<file path="config.mk">
export PLATFORM = sky130hd
export DESIGN_NAME = ws2812_driver
export DESIGN_NICKNAME = d
export VERILOG_FILES = /design/src/rtl/ws2812_driver.sv
export SDC_FILE = /design/constraint.sdc
export NUM_CORES = 1
export LEC_CHECK = 0
export ABC_AREA = 1
export BUFFER_PORTS_ARGS = -buffer_cell sky130_fd_sc_hd__buf_2
export CAP_MARGIN = 20
export CORE_ASPECT_RATIO = 1.1
export CORE_UTILIZATION = 58
export DETAILED_ROUTE_END_ITERATION = 8
export GPL_TIMING_DRIVEN = 0
export PLACE_DENSITY = 0.83
export SYNTH_ARGS = -nofsm -noshare
export SYNTH_HDL_FRONTEND = slang
export SYNTH_SLANG_ARGS = --single-unit
</file>
<file path="constraint.sdc">
create_clock -name clk -period 2 [get_ports clk]
set_input_delay 0.4 -clock clk [delete_from_list [all_inputs] [get_ports clk]]
set_output_delay 0.4 -clock clk [all_outputs]
set_load 0.05 [all_outputs]
</file>
<file path="src/rtl/ws2812_driver.sv">
// WS2812 single-wire serialiser: latches one {G,R,B} colour on start and sends 24 bits
// MSB first, then holds the line low for the latch gap before pulsing done.
module ws2812_driver #(
  parameter int unsigned T0H     = 8,
  parameter int unsigned T1H     = 16,
  parameter int unsigned T_BIT   = 25,
  parameter int unsigned T_LATCH = 1000
) (
  input  logic       clk,
  input  logic       rst_n,
  input  logic       start,
  input  logic [7:0] red,
  input  logic [7:0] green,
  input  logic [7:0] blue,
  output logic       busy,
  output logic       done,
  output logic       dout
);

  localparam int unsigned TMax = (T_BIT > T_LATCH) ? T_BIT : T_LATCH;
  localparam int unsigned TW   = (TMax > 1) ? $clog2(TMax) : 1;

  localparam logic [TW-1:0] BitLast   = TW'(T_BIT - 1);
  localparam logic [TW-1:0] LatchLast = TW'(T_LATCH - 1);
  localparam logic [TW-1:0] High0     = TW'(T0H);
  localparam logic [TW-1:0] High1     = TW'(T1H);

  typedef enum logic [1:0] {StIdle, StBit, StLatch} state_e;

  state_e        state_q;
  logic [23:0]   shift_q;
  logic [4:0]    cnt_q;
  logic [TW-1:0] timer_q;
  logic          busy_q;
  logic          done_q;
  logic          dout_q;

  logic [TW-1:0] timer_inc;
  logic [TW-1:0] high_cur;

  assign timer_inc = timer_q + 1'b1;
  assign high_cur  = shift_q[23] ? High1 : High0;

  // dout is registered, so each edge loads the level belonging to the next timer value.
  always_ff @(posedge clk or negedge rst_n) begin
    if (!rst_n) begin
      state_q <= StIdle;
      shift_q <= '0;
      cnt_q   <= '0;
      timer_q <= '0;
      busy_q  <= 1'b0;
      done_q  <= 1'b0;
      dout_q  <= 1'b0;
    end else begin
      done_q <= 1'b0;
      unique case (state_q)
        StIdle: begin
          busy_q <= 1'b0;
          dout_q <= 1'b0;
          if (start) begin
            shift_q <= {green, red, blue};
            cnt_q   <= 5'd23;
            timer_q <= '0;
            state_q <= StBit;
            busy_q  <= 1'b1;
            dout_q  <= 1'b1;
          end
        end
        StBit: begin
          busy_q <= 1'b1;
          if (timer_q == BitLast) begin
            timer_q <= '0;
            if (cnt_q == 5'd0) begin
              state_q <= StLatch;
              dout_q  <= 1'b0;
            end else begin
              shift_q <= {shift_q[22:0], 1'b0};
              cnt_q   <= cnt_q - 5'd1;
              dout_q  <= 1'b1;
            end
          end else begin
            timer_q <= timer_inc;
            dout_q  <= (timer_inc < high_cur);
          end
        end
        StLatch: begin
          dout_q <= 1'b0;
          if (timer_q == LatchLast) begin
            state_q <= StIdle;
            timer_q <= '0;
            busy_q  <= 1'b0;
            done_q  <= 1'b1;
          end else begin
            busy_q  <= 1'b1;
            timer_q <= timer_inc;
          end
        end
        default: begin
          state_q <= StIdle;
          busy_q  <= 1'b0;
          dout_q  <= 1'b0;
        end
      endcase
    end
  end

  assign busy = busy_q;
  assign done = done_q;
  assign dout = dout_q;

endmodule

</file>
==> results.md <==
- Worst Path Max Fanout: 6
- Core Area: 4024 sq um
- Routed len/inst: 11.66 um
- Post-synth ARST share: 1.000
- # IOs: 30
- CTS HTree Levels: 2
- HP Class: primary input to asynchronous set/reset pin
- Port-buffer cells: 29
- Crit path largest cell delay: 0.45 ns
- Drt drc: 0
- Switching pwr: 1.749 mW
- CTS root buffer: clkbuf_8
- CTS tree: done
- Clock share of power: 0.146
- Die ar.: 4517 sq um
- Vias in the first global route: 1971
- Nets: 401
- DP Area: 2676 sq um
- Total GRT Usage: 0.2408
- Status: completed
- Global-route wire length before repair: 8390 um
- Post-synth EDFFs: 0
- Clk_skew: 0.007139 ns
- Critical-path cell list: ha_1 > nand2_1 > inv_1 > nand2_1 > nand2_1 > inv_1 > ha_1 > nand2_1 > nand2_1 > nor2_1 > nand2_1 > nand2_1 > nand2_1 > nand2_1
- Post-synthesis sequential area ratio: 0.4465
- Inserted Diodes: 0
- Clk sinks: 44
- Synth top area share: 0.4465
- Clk pin slew, worst setup/hold paths: 0.08 ns
- Wl on met1: 2201 um
- Combinational share of power: 0.513
- Hold Buf Count CTS: 0
- Tmin final: 1.869 ns
- WP data required: 2.24 ns
- Crit Path Class: flop to flop
- Multi-input gate area: 1084 sq um
- Fillers: 356
- Placer congestion estimate: 0.8553
- Syn avg cell area: 7.542 sq um
- Met2 routed WL: 2337 um
- CTS Buffer Depth: 2
- Count leader, synth: nand2_1
- Via count: 2150
- Slowest-stage cell, CP: dfrtp_1
- Slew Viols, Final: 0
- Most used cell, CP: nand2_1
- Leak: 1.479 nW
- Initial Util: 0.6129
- Synth Warn #: 0
- Antenna violations before repair: 0
- Layout cell share with drive strength beyond 1: 0.1671
- Max_cap viols: 0
- Place WS: 0.1458 ns
- Maximum VDD drop: 923.5 uV
- Die height: 70.39 um
- GR Overflow Total: 0
- Finished layout cell area: 2793 sq um
- FF+latch area: 1101 sq um
- Setup TNS: 0 ns
- Synth top area cells: dfrtp_1 45%, nand2_1 15%, o21ai_0 8.3%, inv_1 7.2%, ha_1 5.1%
- Sequential share of power: 0.341
- CP arrival: 2.11 ns
- Synth cell count leaders: 101 x nand2_1, 47 x inv_1, 44 x dfrtp_1
- Switch share: 0.4398
- Post-Syn Area: 2466 sq um
- # setup viols final: 0
- # rows: 24
- Starting DRT DRC Count: 105
- Synth area leader: dfrtp_1
- Cell count after synthesis: 327
- Finished Core Util: 0.6940
- Total Wirelength: 4864 um
- Pwr Density: 1424 nW/um^2
- Highest Signal Layer: met4
- CTS Buf Count: 5
- Post-detail-place hpwl: 3481 um
- Slew margin rel.: 0.6788
- Final cycle utilization of the critical path: 0.9346
- Skew-Pair Late Insertion Delay: 0.30 ns
- Routed vias/inst: 5.156
- RSZ-0062 raised after global routing: false
- Least-Margin Pin Slew: 0.4818 ns
- Type of origin of the critical path: flop
- Distinct cells, synth: 28
- Largest net degree at the start of global routing: 45
- Crit path capture type: flop
- Routed Antenna Nets: 0
- Synth-to-Final Area Change: 13.24%
- Post-synthesis net count: 364
- Setup ws final: 0.1308 ns
- Pint: 2.228 mW
- DRT Pass-1 Iters: 4
- Final-report hold violation count: 0
- Met3 Wirelength: 230 um
- Yosys reg bits: 44
- Max Clk Rate: 535.0 MHz
- DIE WIDTH: 64.17 um
- Top_reg_cell synth: dfrtp_1
==> power groups by stage <==
stage	logic, mW	registers (mW)	clock network (mW)
after floorplan	1.51	1.42	0
after global placement	1.96	1.36	0
after detailed placement	2.03	1.37	0
after CTS	2.04	1.36	0.591
after global routing	2.33	1.38	0.619
final	2.04	1.35	0.582
==> placed cells by master (no fill, tap or decap), types with 2 or more instances in the layout <==
cell / synthesis / routed
nand2_1: 101 / 101
inv_1: 47 / 47
dfrtp_1: 44 / 44
o21ai_0: 41 / 41
buf_2: 4 / 33
nand3_1: 17 / 17
o21ai_1: 15 / 15
nor2_1: 13 / 12
ha_1: 10 / 10
clkbuf_8: 0 / 6
buf_6: 5 / 5
a21oi_1: 4 / 4
o22ai_1: 4 / 4
nor2_2: 2 / 3
nand4_1: 3 / 3
inv_2: 3 / 3
xor2_1: 2 / 2
clkinv_2: 0 / 2
==> worst paths after layout <==
check / endpoint / slack (ns) / cells after the start / startpoint
max in group asynchronous: timer_q[2]$_DFFE_PN0P_ / 1.46 / 2 / rst_n
min: shift_q[18]$_DFFE_PN0P_ / 0.05 / 1 / rst_n
min in group clk: dout$_DFF_PN0_ / 0.33 / 3 / start
max: dout$_DFF_PN0_ / 0.13 / 14 / timer_q[0]$_DFFE_PN0P_
min reg2reg: shift_q[22]$_DFFE_PN0P_ / 0.49 / 2 / shift_q[22]$_DFFE_PN0P_
max reg2reg: dout$_DFF_PN0_ / 0.13 / 14 / timer_q[0]$_DFFE_PN0P_
==> worst max-delay path, delay by kind of cell (launching register included) <==
family / cells / cell delay, ns
buf+inv: 2 / 0.14
simple gates: 10 / 0.76
fa+ha+maj: 2 / 0.47
flops: 1 / 0.45
==> cells by family after synthesis <==
kind of cell               Yosys count  share of synthesized area
AOI/OAI and AO/OA                   67                     0.1416
DFF                                 44                     0.4465
adders and majority gates           10                    0.05074
xor gates and xnor gates             2                   0.007104
and+or+nand+nor                    142                     0.2390
buffers and inverters               62                     0.1152
==> per-stage QoR <==
stage                     total power [mW]  cells  hold WS, ns
after floorplan                      2.925    327       0.1044
after global placement               3.315    408       0.4653
after detailed placement             3.399    408       0.4662
after CTS                            3.989    416       0.2912
after global routing                 4.335    417      0.08173
final                                3.977    417      0.05266
==> layout make-up <==
class / instances / share of cell area
tap: 52 / 0.02330
sequential: 44 / 0.3943
clock inverter: 2 / 0.003584
timing repair buffer: 30 / 0.05914
buffer: 11 / 0.03181
inverter: 51 / 0.07034
multi-input combinational: 221 / 0.3880
clock buffer: 6 / 0.02957
==> timing repair <==
item / 4_1_cts / 5_1_grt
endpoints found under the setup margin: 0 / 6
resized for setup: 0 / 3
buffers inserted: 0 / 0
==> routing by layer <==
metal	GRT usage	up-vias
met1	0.3018	990
li1	-	1100
met5	0	-
met3	0.05556	12
met4	0.1062	0
met2	0.3948	48
==> flip-flops by register name (all words and copies together) (netlist names) <==
signal / flops
done: 1
timer_q: 10
cnt_q: 5
shift_q: 24
busy: 1
dout: 1
state_q: 2
Power figures use the tool's default switching activity.
